[config.mk]
export PLATFORM = sky130hd
export DESIGN_NAME = melody_sequencer
export DESIGN_NICKNAME = d
export VERILOG_FILES = /design/src/rtl/melody_sequencer.sv
export SDC_FILE = /design/constraint.sdc
export NUM_CORES = 1
export LEC_CHECK = 0
export CAP_MARGIN = 20
export CORE_MARGIN = 10
export CORE_UTILIZATION = 43
export CTS_BUF_LIST = sky130_fd_sc_hd__clkbuf_16
export CTS_CLUSTER_SIZE = 14
export DETAILED_ROUTE_END_ITERATION = 6
export PLACE_DENSITY = 0.64
export SYNTH_ARGS = -nofsm -noshare
export SYNTH_HDL_FRONTEND = slang
export SYNTH_SLANG_ARGS = --single-unit
[constraint.sdc]
create_clock -name i_clk -period 4.35 [get_ports i_clk]
set_input_delay 0.6525 -clock i_clk [delete_from_list [all_inputs] [get_ports i_clk]]
set_output_delay 0.6525 -clock i_clk [all_outputs]
set_load 0.005 [all_outputs]
[src/rtl/melody_sequencer.sv]
// rtl/melody_sequencer.sv - steps a note ROM and emits DDS phase increments
// Each ROM word gives duration, octave, semitone and a rest flag; notes end with a silent gap.
module melody_sequencer #(
    parameter int CLOCKS_PER_16TH = 6_250_000,
    parameter int MELODY_LENGTH   = 82,
    parameter int GAP_CYCLES      = 250_000
) (
    input  logic        i_clk,
    input  logic        i_rst,
    input  logic        i_enable,
    input  logic        i_loop,
    output logic [6:0]  o_rom_addr,
    input  logic [11:0] i_rom_data,
    output logic [31:0] o_phase_inc,
    output logic        o_gate,
    output logic        o_playing,
    output logic        o_melody_end,
    output logic [6:0]  o_note_index
);
    localparam int CW = $clog2(16 * CLOCKS_PER_16TH + 1);
    localparam logic [6:0] LAST_INDEX = 7'(MELODY_LENGTH - 1);

    typedef enum logic [2:0] {IDLE, FETCH, LOAD, PLAY, DONE} state_t;

    state_t        r_state;
    logic          r_enable_q;
    logic [CW-1:0] r_count;
    logic [31:0]   r_inc;
    logic          r_tone;

    logic [3:0]    w_semi;
    logic [2:0]    w_oct;
    logic [4:0]    w_dur;
    logic          w_rest;
    logic [31:0]   w_base;
    logic [31:0]   w_inc;
    logic [CW-1:0] w_load;
    logic [CW-1:0] w_count_dec;
    logic [CW-1:0] w_gap;

    assign w_semi      = i_rom_data[3:0];
    assign w_oct       = i_rom_data[6:4];
    assign w_dur       = (i_rom_data[11:8] == 4'd0) ? 5'd16 : {1'b0, i_rom_data[11:8]};
    assign w_rest      = i_rom_data[7] | (w_semi >= 4'd12);
    assign w_load      = CW'(w_dur) * CW'(CLOCKS_PER_16TH) - CW'(1);
    assign w_count_dec = r_count - CW'(1);
    assign w_gap       = CW'(GAP_CYCLES);

    // Octave-7 increments at 50 MHz; lower octaves are reached by right shifts.
    always_comb begin
        w_base = 32'd0;
        case (w_semi)
            4'd0:    w_base = 32'd179788;
            4'd1:    w_base = 32'd190478;
            4'd2:    w_base = 32'd201805;
            4'd3:    w_base = 32'd213805;
            4'd4:    w_base = 32'd226518;
            4'd5:    w_base = 32'd239988;
            4'd6:    w_base = 32'd254258;
            4'd7:    w_base = 32'd269377;
            4'd8:    w_base = 32'd285395;
            4'd9:    w_base = 32'd302366;
            4'd10:   w_base = 32'd320345;
            4'd11:   w_base = 32'd339394;
            default: w_base = 32'd0;
        endcase
    end

    assign w_inc = w_rest ? 32'd0 : (w_base >> (3'd7 - w_oct));

    always_ff @(posedge i_clk or posedge i_rst) begin
        if (i_rst) begin
            r_state      <= IDLE;
            r_enable_q   <= 1'b0;
            r_count      <= '0;
            r_inc        <= '0;
            r_tone       <= 1'b0;
            o_rom_addr   <= '0;
            o_phase_inc  <= '0;
            o_gate       <= 1'b0;
            o_playing    <= 1'b0;
            o_melody_end <= 1'b0;
            o_note_index <= '0;
        end else begin
            r_enable_q   <= i_enable;
            o_melody_end <= 1'b0;
            if (r_state != IDLE && !i_enable) begin
                r_state      <= IDLE;
                r_count      <= '0;
                o_rom_addr   <= '0;
                o_phase_inc  <= '0;
                o_gate       <= 1'b0;
                o_playing    <= 1'b0;
                o_note_index <= '0;
            end else begin
                case (r_state)
                    IDLE: begin
                        if (i_enable && !r_enable_q) begin
                            r_state      <= FETCH;
                            o_rom_addr   <= '0;
                            o_note_index <= '0;
                            o_playing    <= 1'b1;
                        end
                    end
                    FETCH: r_state <= LOAD;
                    LOAD: begin
                        r_count     <= w_load;
                        r_inc       <= w_inc;
                        r_tone      <= !w_rest;
                        o_phase_inc <= w_inc;
                        o_gate      <= !w_rest;
                        r_state     <= PLAY;
                    end
                    PLAY: begin
                        if (r_count == '0) begin
                            o_phase_inc <= '0;
                            o_gate      <= 1'b0;
                            if (o_note_index == LAST_INDEX) begin
                                r_state      <= DONE;
                                o_melody_end <= 1'b1;
                                // playing during DONE doubles as the "loop back" decision
                                o_playing    <= i_loop;
                            end else begin
                                r_state      <= FETCH;
                                o_rom_addr   <= o_note_index + 7'd1;
                                o_note_index <= o_note_index + 7'd1;
                            end
                        end else begin
                            r_count <= w_count_dec;
                            if (w_count_dec < w_gap) begin
                                o_phase_inc <= '0;
                                o_gate      <= 1'b0;
                            end else begin
                                o_phase_inc <= r_inc;
                                o_gate      <= r_tone;
                            end
                        end
                    end
                    DONE: begin
                        r_state      <= o_playing ? FETCH : IDLE;
                        o_rom_addr   <= '0;
                        o_note_index <= '0;
                    end
                    default: r_state <= IDLE;
                endcase
            end
        end
    end
endmodule

### Word-level counts from Yosys, hierarchy flattened

Memories as Yosys holds them, arrays and structs flattened.
Index checks and enable logic that the tools add are counted.

| operators by class | value |
|---|---|
| equal/unequal tests | 10 |
| muxes and demuxes | 33 |
| magnitude comparators | 2 |
| reduce and logical (&&, ||, !) cells | 17 |
| multipliers | 1 |
| bitwise gates (word level) | 2 |
| add/sub/neg operators | 4 |
| shift-type cells | 1 |

Operators by type and width:

| cell | count |
|---|---|
| $mux 32 | 4 |
| $pmux 32 s2 | 1 |
| $mux 27 | 2 |
| $pmux 27 s2 | 1 |
| $sub 27x1->27 const B | 2 |
| $shr 32x3->32 | 1 |
| $mux 7 | 4 |
| $logic_not 27->1 | 1 |
| $lt 27x18->1 const B | 1 |
| $mul 5x19->23 const B | 1 |
| $pmux 7 s3 | 1 |
| $ne 3x3->1 const B | 5 |
| $pmux 3 s5 | 1 |
| $mux 1 | 12 |
| $mux 3 | 4 |
| $reduce_bool 3->1 | 3 |
| $reduce_and 4->1 | 2 |
| $add 7x1->7 const B | 1 |
| $eq 7x7->1 const B | 1 |
| $eq 3x2->1 const B | 2 |
| $reduce_and 2->1 | 3 |
| $mux 5 | 1 |
| $ge 4x4->1 const B | 1 |
| $logic_not 4->1 | 1 |
| 10 further kinds | 14 |

| storage, ports and cells | value |
|---|---|
| memory bits (read-only) | 304 |
| bits in registers | 106 |
| memories | 1 |
| logic and storage cells | 81 |

Memories:

| name | depth | bits a word | rd ports | clocked after Yosys merged registers in | write ports | line | text |
|---|---|---|---|---|---|---|---|
| (name not given) | 16 | 19 | 1 | 0 | 0 | 52 | `case (w_semi)` |

### Longest topological paths before layout

| logic depth | value |
|---|---|
| word-level depth | 6 |
| gate-level depth with buffers | 22 |
| mapped depth without buffers | 19 |

### Worst setup path before layout

OpenSTA, ideal clock, no wires.

| timing path | value |
|---|---|
| kind | input port to flip-flop |
| start point | input port i_rom_data[11] |
| end point | register r_count[25] |
| arrival | 4950 ps |
| slack | -732 ps |
| stages | 18 |
| buffers on the path | 2 |
| library setup time | 132 ps |
| cells stage by stage | clkbuf_1 inv_1 ha_1 nand2_1 nand2_1 fa_1 fa_1 inv_1 ha_1 buf_2 or4b_2 nor4_1 or4b_1 o21ai_0 or3_1 nor4_1 xnor2_1 o21ai_1 |

| between the ends | value |
|---|---|
| word-level cells in the longest chain between the ends | 6 |

Ends and longest elaborated chain:

| item | line | text |
|---|---|---|
| from (decl) | 13 | `input logic [11:0] i_rom_data,` |
| $logic_not 4->1 | 43 | `assign w_dur = (i_rom_data[11:8] == 4'd0) ? 5'd16 : {1'b0, i_rom_data[11:8]};` |
| $mux 5 * | 43 |  |
| $mul 5x19->23 * | 45 | `assign w_load = CW'(w_dur) * CW'(CLOCKS_PER_16TH) - CW'(1);` |
| $sub 27x1->27 * | 45 |  |
| $pmux 27 s2 * | 96 | `case (r_state)` |
| $mux 27 * | 87 | `if (r_state != IDLE && !i_enable) begin` |
| to (signal assigned) | 107 | `r_count <= w_load;` |
| to (signal assigned) | 129 | `r_count <= w_count_dec;` |
| to (decl) | 27 | `logic [CW-1:0] r_count;` |

Mark *: on every way between the ends. The rest lies on a longest branch, timed or not.
A chain may end at the register's enable or synchronous reset.

### Final worst setup path

| timing path | value |
|---|---|
| start point | input port i_rom_data[9] |
| end point | register r_count[26] |

The elaborated chain is that of the path after synthesis.

==> impl_summary.log <==
[metrics] result of the run: completed
[metrics] Crit. End Element: register
[metrics] core area: 0.0165 mm^2
[metrics] remaining antenna violation count after routing: 0
[metrics] DRC marker count from the first detailed-route iteration: around 540
[metrics] GP Congestion: 0.896
[metrics] Post-route DRC: 0
[metrics] delay contributed by the slowest stage of the critical path: around 530 ps
[metrics] worst slew margin relative to its limit: 0.413
[metrics] Final Cell Area: 0.00905 mm^2
[metrics] total leakage power: between 4 and 5 nW
[metrics] share of cells above drive strength 1: 0.194
[metrics] count of flip-flops with a built-in enable after synthesis: 0
[metrics] antenna violations before repair: 0
[metrics] Total Routing Usage GR: 0.177
[metrics] worst-path maximum fanout: 3
[metrics] post-detailed-placement cell area: 0.00855 mm^2
[metrics] post-layout utilization of the core: 0.548
[metrics] library cells used by synthesis: 83
[metrics] total gr overflow: 0
[metrics] endpoint arrival time on the critical path: about 4400 ps
[metrics] hold path startpoint: r_inc[8]$_DFFE_PP0P_
[metrics] total standard cell area after synthesis: 0.00721 mm^2
[metrics] worst hold path endpoint: r_inc[8]$_DFFE_PP0P_
[metrics] Vias/cell: around 5.6
[metrics] horizontal extent of the die: 149 um
[metrics] CTS tree: done
[metrics] TritonCTS Buffers: 9
[metrics] maximum number of pins on one net before global-route repair: 47
[metrics] source-to-sink clock delay at the later pin of the worst-skew pair: 340 ps
[metrics] number of core rows: 47
[metrics] CP Data Required Time: 4610 ps
[metrics] max cap viols: 0
[metrics] Setup TNS: 0 ps
[metrics] WHS Path Cells: 1
[metrics] worst slack at placement: -770 ps
[metrics] via count of the first global-routing pass: approximately 6500
[metrics] cell with the biggest individual delay on the critical path: fa_1
[metrics] number of hold-repair buffers added at the cts stage: 0
[metrics] number of fill cells: about 1500
[metrics] Warnings, synthesis: 0
[metrics] Hold Fails Final Rpt: 0
[metrics] Root Buffer Master: clkbuf_16
[metrics] ports placed on the boundary: 65
[metrics] Die Y: 149 um
[metrics] largest voltage drop on the vdd net: 222 uV
[metrics] Port-buffer cells: 51
[metrics] effective utilization at floorplan: 0.436
[metrics] post-route setup slack: 171 ps
[metrics] wire length of the first global-routing pass: 33.0 mm
[metrics] start of the worst register-to-register path: r_count[13]$_DFFE_PP0P_
[metrics] count of vias placed by the detailed router: 6827
[metrics] Slew @ Worst Pin: 877 ps
[metrics] cell type with the highest occurrence count on the critical path: buf_4
[metrics] Period Utilization, post-route: 0.961
[metrics] Synth Register Bits: 80
[metrics] sequential standard cell area: 0.00200 mm^2
[metrics] post-route non-filler standard cell count: 1218
[metrics] Area growth, synth to finish: 25.6%
[metrics] dpl hpwl: between 15 and 20 mm
[metrics] crit path time final: 4180 ps
[metrics] part of the Yosys area used for sequential elements: 0.278
[metrics] category of the critical setup timing path: in -> reg
[metrics] number of detailed-routing iterations run before antenna repair: 5
[metrics] register-to-register setup slack: 850 ps
[metrics] depth of the CTS H-tree: 3
[metrics] total routed wirelength: between 15 and 20 mm
[metrics] R2R depth: 9
[metrics] final layout net count: 1063
[metrics] type of origin of the critical path: input port
[metrics] Synth async-reset ratio: 1.00
[metrics] number of failing setup endpoints in the final timing report: 0
[metrics] ratio of total power to cell area: 482 mW/mm^2
[metrics] fin. max-slew vios: 0
[metrics] Tightest Hold Check Type: reg -> reg
[metrics] worst clock skew: 12.5 ps
[metrics] buffer levels on the longest clock path: 2
[metrics] placed cells: 1197
[metrics] multi-input logic area: 0.00495 mm^2
[metrics] cells along the critical path: clkdlybuf4s15_1 -> inv_2 -> ha_4 -> nand2_4 -> nand2_2 -> inv_2 -> buf_4 -> fa_1 -> inv_1 -> ha_1 -> ha_1 -> buf_4 -> a21o_1 -> a211oi_1 -> buf_4 -> o211ai_1 -> and2_1 -> nor4b_4 -> mux2_4 -> o21ai_1
[metrics] synthesized instance count: slightly below 900
[metrics] Die Footprint: 0.0223 mm^2
[metrics] primary flip-flop cell chosen by synthesis mapping: dfrtp_1
[metrics] # diodes: 0
[metrics] Avg Cell Area, Syn: 8.17 um^2
[metrics] Worst-path clk slew: 70 ps
[metrics] end of the worst register-to-register path: o_phase_inc[11]$_DFFE_PP0P_
[metrics] maximum achievable frequency: around 0.24 GHz
[metrics] wire length per cell: 16.3 um
[metrics] clock sink total: 80
[worst max path at each step]
| stage | from | endpoint | slack (ps) | depth (start not counted) |
|---|---|---|---|---|
| after detailed placement | i_rom_data[10] | r_count[26]$_DFFE_PP0P_ | -770 | 17 |
| after global placement | i_rom_data[10] | r_count[26]$_DFFE_PP0P_ | -680 | 17 |
| after CTS | i_rom_data[10] | r_count[26]$_DFFE_PP0P_ | 6 | 21 |
| after global routing | i_rom_data[8] | r_count[26]$_DFFE_PP0P_ | -30 | 19 |
| final | i_rom_data[9] | r_count[26]$_DFFE_PP0P_ | 170 | 20 |
| after floorplan | i_rom_data[11] | r_count[26]$_DFFE_PP0P_ | -60 | 19 |
[through the flow]
| step | hold WS, ps | power (mW) |
|---|---|---|
| finish | 480 | 4.37 |
| global route | 493 | 4.70 |
| CTS | 484 | 4.32 |
| detailed placement | 467 | 3.46 |
| global placement | 460 | 3.43 |
| floorplan | 447 | 2.68 |
[report_power, final]
part           leakage (nW)  switching [mW]  internal [mW]
Sequential             1.08           0.213          0.953
Combinational          2.99            1.30           1.10
Clock                 0.146           0.336          0.457
Total                  4.21            1.85           2.51
[critical path: cells and delay by family]
kind,cells,cell delay [ps]
AO/OA/AOI/OAI,4,690
adder cells (fa/ha/maj),4,1310
buffers and inverters,7,840
multiplexers,1,320
AND/OR/NAND/NOR,4,630
[placed cells by master, fill, tap and decap left out, types with 5 or more instances in the layout]
| cell type | synthesis | final |
|---|---|---|
| and2_1 | 8 | 6 |
| and3_1 | 9 | 9 |
| nor2_1 | 78 | 75 |
| or3_1 | 7 | 6 |
| ha_1 | 45 | 36 |
| nand2_1 | 67 | 63 |
| conb_1 | 2 | 14 |
| clkdlybuf4s50_1 | 0 | 47 |
| fa_1 | 9 | 7 |
| or2_2 | 6 | 5 |
| nor3_1 | 14 | 14 |
| nor4_1 | 14 | 11 |
| a211oi_1 | 13 | 9 |
| o211ai_1 | 7 | 7 |
| nand2b_1 | 15 | 15 |
| o21ai_1 | 2 | 5 |
| o31ai_1 | 9 | 9 |
| nor2b_1 | 11 | 11 |
| xor2_1 | 14 | 14 |
| o21ai_0 | 83 | 79 |
| dfrtp_1 | 80 | 80 |
| a31oi_1 | 7 | 7 |
| clkbuf_16 | 0 | 9 |
| a21oi_1 | 63 | 60 |
| mux2i_1 | 20 | 20 |
| nand4_1 | 8 | 8 |
| xnor2_1 | 22 | 21 |
| a221o_1 | 20 | 20 |
| nand3_1 | 17 | 17 |
| a21o_1 | 29 | 29 |
| ha_4 | 0 | 6 |
| inv_1 | 48 | 40 |
| inv_2 | 0 | 5 |
| buf_4 | 20 | 105 |
[cells by family after synthesis]
kind of cell	Yosys count	synth area share
buffers and inverters	120	0.0776
AO/OA/AOI/OAI	280	0.254
flip-flops	80	0.278
XOR/XNOR	36	0.0437
other	2	0.00104
multiplexers	24	0.0340
AND/OR/NAND/NOR	287	0.209
adder cells (fa/ha/maj)	54	0.103
[synthesized netlist by cell type (all sizes together), types with 11 or more instances]
| cell | count | area [um^2] |
|---|---|---|
| nor2 | 78 | 293 |
| clkbuf | 43 | 161 |
| buf | 28 | 214 |
| nand2 | 67 | 251 |
| dfrtp | 80 | 2000 |
| o21ai | 85 | 425 |
| a211oi | 13 | 97.6 |
| xor2 | 14 | 123 |
| inv | 48 | 180 |
| nor2b | 11 | 68.8 |
| ha | 45 | 563 |
| mux2i | 20 | 200 |
| nand2b | 15 | 93.8 |
| a21oi | 63 | 315 |
| a221o | 20 | 200 |
| nor4 | 16 | 130 |
| nor3 | 15 | 80.1 |
| nand3 | 17 | 85.1 |
| xnor2 | 22 | 193 |
| a21o | 29 | 218 |
[final cells by class]
type,count,share of cell area
Clock buffer,9,0.0249
Clock inverter,7,0.00940
Inverter,49,0.0218
Tap cell,220,0.0304
Multi-Input combinational cell,695,0.547
Sequential cell,80,0.221
Timing Repair Buffer,158,0.145
[routing by layer]
metal / vias to the layer above / track usage / routed length [um] / part of all wire
li1: 3392 / - / - / -
met4: 0 / 0.0442 / 219 / 0.011
met2: 154 / 0.283 / 9160 / 0.46
met5: - / 0 / 0 / 0
met1: 3265 / 0.246 / 9410 / 0.48
met3: 16 / 0.0257 / 1020 / 0.052
[flip-flops by register name, summed over array words and instances (netlist names)]
name / flops
o_phase_inc: 19
o_note_index: 7
o_playing: 1
r_tone: 1
r_inc: 19
o_gate: 1
r_state: 3
o_melody_end: 1
r_enable_q: 1
r_count: 27
[what timing repair did]
action / 4_1_cts / 5_1_grt
setup buffers: 3 / 1
setup endpoints to repair: 11 / 8
pin swaps: 13 / 13
cloned: 0 / 0
gates resized for setup: 22 / 22
No activity file was read; power rests on OpenSTA's default activity.
